### src/rtl/if_fetch.sv
// miniRV instruction-fetch stage: PC, imem req/ack sequencer and a small instruction FIFO feeding decode.
// Optional IF_PERF_CNT_EN adds fetched/dropped ack counters.
module if_fetch #(
  parameter logic [31:0] RESET_PC   = 32'h0000_0000,
  parameter int unsigned FIFO_DEPTH = 2,
  parameter logic [31:0] NOP_INS    = 32'h0000_0013
) (
  input  logic        clk,
  input  logic        rst,
  input  logic        redirect,
  input  logic [31:0] redirect_pc,
  output logic        imem_req,
  output logic [31:0] imem_addr,
  input  logic        imem_ack,
  input  logic [31:0] imem_rdata,
  output logic        id_valid,
  input  logic        id_ready,
  output logic [31:0] id_ins,
  output logic [31:0] id_pc,
  output logic [31:0] id_pc4
`ifdef IF_PERF_CNT_EN
  ,
  output logic [31:0] perf_fetch_cnt,
  output logic [31:0] perf_drop_cnt
`endif
);

  localparam int unsigned PTR_W = $clog2(FIFO_DEPTH);
  localparam int unsigned CNT_W = $clog2(FIFO_DEPTH + 1);
  localparam logic [CNT_W-1:0] DEPTH_C  = CNT_W'(FIFO_DEPTH);
  localparam logic [PTR_W-1:0] LAST_PTR = PTR_W'(FIFO_DEPTH - 1);

  typedef enum logic [1:0] {S_REQ, S_DROP, S_HOLD} state_t;

  state_t           state, state_nxt;
  logic [31:0]      pc, pc_nxt;
  logic [31:0]      drop_addr, drop_addr_nxt;
  logic [31:0]      ins_mem [FIFO_DEPTH];
  logic [31:0]      pc_mem  [FIFO_DEPTH];
  logic [PTR_W-1:0] head, tail;
  logic [CNT_W-1:0] count, count_nxt;
  logic             push, pop, discard;
  logic [31:0]      target;
  logic             unused_pc_bits;

  assign target         = {redirect_pc[31:2], 2'b00};
  assign unused_pc_bits = ^redirect_pc[1:0];

  always_comb begin
    state_nxt     = state;
    pc_nxt        = pc;
    drop_addr_nxt = drop_addr;
    push          = 1'b0;
    discard       = 1'b0;
    // A redirect flushes the FIFO, so it also suppresses the pop.
    pop           = (count != '0) && id_ready && !redirect;
    case (state)
      S_REQ: begin
        if (redirect) begin
          pc_nxt = target;
          if (imem_ack) begin
            discard = 1'b1;
          end else begin
            state_nxt     = S_DROP;
            drop_addr_nxt = pc;
          end
        end else if (imem_ack) begin
          push   = 1'b1;
          pc_nxt = pc + 32'd4;
          if ((count + CNT_W'(1)) == DEPTH_C && !pop) state_nxt = S_HOLD;
        end
      end
      S_DROP: begin
        if (imem_ack) begin
          discard   = 1'b1;
          state_nxt = S_REQ;
        end
        if (redirect) pc_nxt = target;
      end
      S_HOLD: begin
        if (redirect) begin
          pc_nxt    = target;
          state_nxt = S_REQ;
        end else if (pop) begin
          state_nxt = S_REQ;
        end
      end
      default: state_nxt = S_REQ;
    endcase
    count_nxt = redirect ? '0 : count + CNT_W'(push) - CNT_W'(pop);
  end

  always_ff @(posedge clk) begin
    if (rst) begin
      state     <= S_REQ;
      pc        <= RESET_PC;
      drop_addr <= RESET_PC;
      count     <= '0;
      head      <= '0;
      tail      <= '0;
    end else begin
      state     <= state_nxt;
      pc        <= pc_nxt;
      drop_addr <= drop_addr_nxt;
      count     <= count_nxt;
      if (redirect) begin
        head <= '0;
        tail <= '0;
      end else begin
        if (push) tail <= (tail == LAST_PTR) ? '0 : tail + PTR_W'(1);
        if (pop)  head <= (head == LAST_PTR) ? '0 : head + PTR_W'(1);
      end
    end
  end

  always_ff @(posedge clk) begin
    if (push) begin
      ins_mem[tail] <= imem_rdata;
      pc_mem[tail]  <= pc;
    end
  end

  assign imem_req  = !rst && (state != S_HOLD);
  assign imem_addr = (state == S_DROP) ? drop_addr : pc;
  assign id_valid  = (count != '0);
  assign id_ins    = id_valid ? ins_mem[head] : NOP_INS;
  assign id_pc     = id_valid ? pc_mem[head] : pc;
  assign id_pc4    = id_pc + 32'd4;

`ifdef IF_PERF_CNT_EN
  always_ff @(posedge clk) begin
    if (rst) begin
      perf_fetch_cnt <= '0;
      perf_drop_cnt  <= '0;
    end else begin
      if (push)    perf_fetch_cnt <= perf_fetch_cnt + 32'd1;
      if (discard) perf_drop_cnt  <= perf_drop_cnt + 32'd1;
    end
  end
`endif

endmodule

### config.mk
export PLATFORM = sky130hd
export DESIGN_NAME = if_fetch
export DESIGN_NICKNAME = d
export VERILOG_FILES = /design/src/rtl/if_fetch.sv
export SDC_FILE = /design/constraint.sdc
export NUM_CORES = 1
export LEC_CHECK = 0
export ABC_AREA = 1
export BUFFER_PORTS_ARGS = -buffer_cell sky130_fd_sc_hd__buf_4
export CORE_MARGIN = 4
export CORE_UTILIZATION = 35
export DETAILED_ROUTE_END_ITERATION = 10
export GPL_ROUTABILITY_DRIVEN = 0
export HOLD_SLACK_MARGIN = 0.06
export MAX_ROUTING_LAYER = met4
export PLACE_DENSITY = 0.67
export SYNTH_ARGS = -nofsm -noshare
export SYNTH_HDL_FRONTEND = slang
export SYNTH_SLANG_ARGS = --single-unit
### constraint.sdc
create_clock -name clk -period 6.64 [get_ports clk]
set_clock_uncertainty 0.05 [all_clocks]
set_input_delay 0.996 -clock clk [delete_from_list [all_inputs] [get_ports clk]]
set_output_delay 0.996 -clock clk [all_outputs]
set_load 0.02 [all_outputs]
# Word level (Yosys, flattened, before mapping)
# Memories as Yosys holds them, arrays and structs flattened. A register that Yosys moved wholly into a read port is not among the register bits.
# Cells that the tools add are included.
# W data, S select, Z words.
[word_totals]
wordCells = 67
out_inout_bits = 130
ramBits = 128
inputBits = 69
n_memories = 2
register_bits = 70
[memory_table]
columns = ["memory", "words", "word_bits", "rd", "rd_ports_with_merged_regs", "wr", "line_no", "rtl"]
rows = [
  ["ins_mem", 2, 32, 1, 1, 1, "38", "logic [31:0] ins_mem [FIFO_DEPTH];"],
  ["pc_mem", 2, 32, 1, 1, 1, "39", "logic [31:0] pc_mem [FIFO_DEPTH];"],
]
[op_classes]
n_reduce_logical = 15
muxes = 26
n_eq_ne = 10
bitwise = 1
n_addsub = 7
[op_table]
columns = ["cell", "n"]
rows = [
  ["$mux W32", 6],
  ["$add A32 B3 Y32 const B", 2],
  ["$pmux W32 S2", 1],
  ["$mux W2", 7],
  ["$ne A3 B3 Y1 const B", 4],
  ["$mux W1", 11],
  ["$pmux W2 S3", 1],
  ["$reduce_and A3 Y1", 2],
  ["$reduce_and A5 Y1", 1],
  ["$eq A2 B2 Y1 const B", 2],
  ["$logic_and A1 B1 Y1", 4],
  ["$ne A2 B2 Y1 const B", 2],
  ["$reduce_bool A2 Y1", 2],
  ["$reduce_or A2 Y1", 2],
  ["$logic_not A1 Y1", 3],
  ["$add A1 B1 Y1 const B", 2],
  ["$add A2 B1 Y2", 1],
  ["$add A2 B1 Y2 const B", 1],
  ["$eq A2 B1 Y1 const B", 1],
  ["$logic_not A2 Y1", 1],
  ["$ne A2 B1 Y1 const B", 1],
  ["$sub A2 B1 Y2", 1],
  ["$not A1 Y1", 1],
]

# Longest topological paths before layout
[logic_depth]
ltp_word = 9
ltp_mapped = 15

# Least setup slack after synthesis
# Ideal clock, no wire load.
[synth_timing]
kind = "input -> register"
start = "in redirect"
end = "mem ins_mem[0][0] (enable)"
setup_time_ns = 0.482
slack_ns = 2.229
n_path_buf = 0
t_arrival_ns = 3.879
path_stages = 3
required_time_ns = 6.108
path_cell_list = "inv_1 nand3_1 nor2_1"
[synth_between]
elab_chain_cells = 4
[synth_rtl]
columns = ["element", "line_no", "rtl"]
rows = [
  ["from (decl)", "10", "input logic redirect,"],
  ["$mux W1", "59", "if (redirect) begin"],
  ["$mux W1", "57", "case (state)"],
  ["$mux W1", "117", "if (push) begin"],
  ["$mux W1 (implied by the code)", "118", "ins_mem[tail] <= imem_rdata;"],
  ["to (decl)", "38", ""],
]
# No other way between the ends.

# Worst setup path in the final report
[layout_timing]
start = "reg count[1]"
end = "out id_pc4[18]"
[layout_between]
elab_chain_cells = 3
[layout_rtl]
columns = ["element", "line_no", "rtl"]
rows = [
  ["from (decl)", "41", "logic [CNT_W-1:0] count, count_nxt;"],
  ["from (signal assigned)", "105", "count <= count_nxt;"],
  ["$reduce_bool A2 Y1", "125", "assign id_valid = (count != '0);"],
  ["$mux W32", "127", "assign id_pc = id_valid ? pc_mem[head] : pc;"],
  ["$add A32 B3 Y32", "128", "assign id_pc4 = id_pc + 32'd4;"],
  ["to (decl)", "20", "output logic [31:0] id_pc4"],
]
# No other way between the ends.

==> flow_summary.json <==
{
  "clock-sinks": 191,
  "portBuffers": 190,
  "yosysTopAreaCell": "edfxtp_1",
  "pin_count": 199,
  "grt_pass1_vias": 8469,
  "crit_path_max_incr_delay_ps": 670,
  "cts-root-buf": "clkbuf_16",
  "finalSetupViolCount": 0,
  "path_max_fanout": 36,
  "ys_ff_latch": 191,
  "slew_headroom_pct": 21.42,
  "cts_buffers": 17,
  "crit_arrival_ps": 3290,
  "die_w_um": 178.3,
  "cp_slowest_cell": "nor2_4",
  "yosys.cell_types.count": 36,
  "leakagePower_uw": 0.005022,
  "min_to": "head",
  "status": "complete, no violations",
  "layout_commonest_cell": "nand2_1",
  "fin_tns_setup_ps": 0,
  "antenna_left": 0,
  "fin_nets": 1565,
  "grt-ovfl-total": 0,
  "fin_crit_ps": 4335,
  "clkLatencyLatePin_ps": 430,
  "worstSetupEndpointType": "output pin",
  "ys_seq_area_share_pct": 49.88,
  "synth_ff_type": "edfxtp_1",
  "cap_violations": 0,
  "antenna_found_initial": 1,
  "dr.pass1.iters": 5,
  "vias_per_cell": 4.978,
  "final-hold-violation-count": 0,
  "regArea_um2": 5066,
  "drt_wl_total_mm": 30.69,
  "worstHoldStart": "head",
  "hp-class": "reg2reg",
  "crit_top_cell": "nand2_1",
  "postCtsResizedCells": 0,
  "required_ps": 5590,
  "worstMarginPinSlew_ps": 1179,
  "dp_hpwl_mm": 22.36,
  "final_cell_mix": "nand2_1 (510), buf_4 (199), edfxtp_1 (124), nor2_1 (121), a21oi_1 (96)",
  "start_kind": "flop",
  "reg2reg_from": "state[1]",
  "grt_pass1_wl_mm": 46.92,
  "worstPathCellList": "nor2_4 > nand2_1 > nand2_1 > ha_1 > inv_1 > nor2_1 > nand2_1 > nor2_2 > nand2_1 > xor2_1 > buf_4",
  "hold_buffers": 0,
  "synth.avg_cell_area_um2": 7.634,
  "yosys_warnings": 0,
  "wl_per_cell_um": 16.27,
  "fin_area_um2": 12390,
  "grt_max_degree": 62,
  "rsz0062_at_grt": "no",
  "drcViolationCount": 0,
  "synthesis.area_um2": 10150,
  "synth_edf_count": 124,
  "grt_usage_pct": 19.49,
  "criticalPathCategory": "reg2out",
  "yosysTopAreaCellShare_pct": 36.67,
  "row_count": 62,
  "power_density_nw_per_um2": 325.7,
  "max_freq_mhz": 230.7,
  "cts_tree": "done",
  "core_um2": 28630,
  "reg2reg_depth": 5,
  "dpl_cell_area_um2": 11830,
  "worst-path-stages": 11,
  "drt_iter0_drc": 1046,
  "cp_top_family": "simple AND/OR/NAND/NOR gates",
  "ir_drop_v": 0.0001670,
  "worst-path-buf-inv": 2,
  "area_delta_synth_final_pct": 22.06,
  "syn_inst": 1330,
  "initial_core_util_pct": 35.47,
  "period_share_pct": 65.28,
  "rrSetupSlack_ps": 3910,
  "holdPathStages": 2,
  "finish.utilization_pct": 43.29,
  "drive_gt1_share_pct": 19.37,
  "htreeDepth": 4,
  "die-height_um": 178.3,
  "postCtsSetupBuffers": 0,
  "dieArea_um2": 31800,
  "reg2reg_to": "ins_mem[1][3]",
  "synthTopCellsByArea": "edfxtp_1 (37%), nand2_1 (19%), dfxtp_1 (13%)",
  "vias": 9394,
  "async_flop_share_pct": 0,
  "n_fill_cell": 2899,
  "cts.path.max_buffers": 2,
  "multi_input_area_um2": 4469,
  "clkTransAtPathRegs_ps": 70,
  "slew_viol_final": 0
}
-- synth_stat cells (2+ instances only) --
library cell / instances
nand2_1: 510
edfxtp_1: 124
nor2_1: 124
a21oi_1: 97
o21ai_0: 95
inv_1: 81
nand3_1: 69
dfxtp_1: 67
clkbuf_1: 34
nor2_2: 21
nand2_2: 18
xor2_1: 13
buf_6: 10
buf_2: 9
buf_4: 7
ha_1: 7
nand4_1: 7
nand2_4: 4
nor2_4: 4
a31oi_1: 3
buf_1: 3
o211ai_1: 3
or2_2: 3
a221oi_1: 2
inv_2: 2
nor3_1: 2
xnor2_1: 2
-- cells by family (layout without fill, tap and decap cells) --
group           after synthesis  count (layout)  share of synthesized area, %
compound gates              204             204                         10.31
xor+xnor                     15              15                         1.294
fa+ha+maj                     7               7                        0.8626
buf+inv                     148             315                         6.605
flops                       191             191                         49.88
other cells                   1               7                       0.03693
simple gates                764             764                         31.00
-- through the flow --
step | hold slack (ps) | std cells | setup WS [ps] | total power, uW
after floorplan | 374.7 | 1335 | 2229 | 2448
after global placement | 411.5 | 1854 | 2750 | 3035
after detailed placement | 422.0 | 1854 | 2773 | 3059
after CTS | 432.7 | 1886 | 2304 | 4045
after global routing | 480.3 | 1887 | 1997 | 4257
final | 431.6 | 1887 | 2305 | 4037
-- where the power goes --
group	switching [uW]	internal, uW	leakage, uW
combinational	984	484	0.00305
clock	490	499	0.000274
sequential	152	1430	0.00170
-- tightest hold or removal path, stage by stage (launching register included) --
cell and delay (ps):
dfxtp_1 300, inv_1 70, a21oi_1 60
-- how the worst max path moves through the flow --
| stage | startpoint | end | slack, ps |
|---|---|---|---|
| final | count[1] | id_pc4[18] | 2310 |
| after global routing | count[1] | id_pc4[18] | 2000 |
| after CTS | count[1] | id_pc4[18] | 2300 |
| after detailed placement | count[1] | id_pc4[18] | 2770 |
| after global placement | flop | id_pc4[18] | 2750 |
| after floorplan | redirect | ins_mem[0][0] | 2230 |
-- layout make-up --
class | count | area share [%]
Multi-Input combinational cell | 996 | 36.06
Inverter | 84 | 2.554
Timing Repair Buffer | 199 | 12.05
Clock inverter | 15 | 1.121
Sequential cell | 191 | 40.88
Clock buffer | 17 | 3.433
Tap cell | 384 | 3.877
Antenna cell | 1 | 0.02019
-- flip-flops by register name, indices dropped and copies added, names as in the netlist, named ones only --
name	count
ins_mem	64
pc	30
tail	1
drop_addr	30
count	2
head	1
state	2
pc_mem	60
-- layer usage --
| layer | part of all wire [%] | global-route usage (%) | vias up |
|---|---|---|---|
| met5 | 0 | - | - |
| met4 | 1.4 | 4.925 | 0 |
| met3 | 8.6 | 2.798 | 33 |
| met2 | 44 | 28.32 | 385 |
| met1 | 46 | 28.68 | 4345 |
| li1 | - | - | 4631 |
Power figures use the tool's default switching activity.
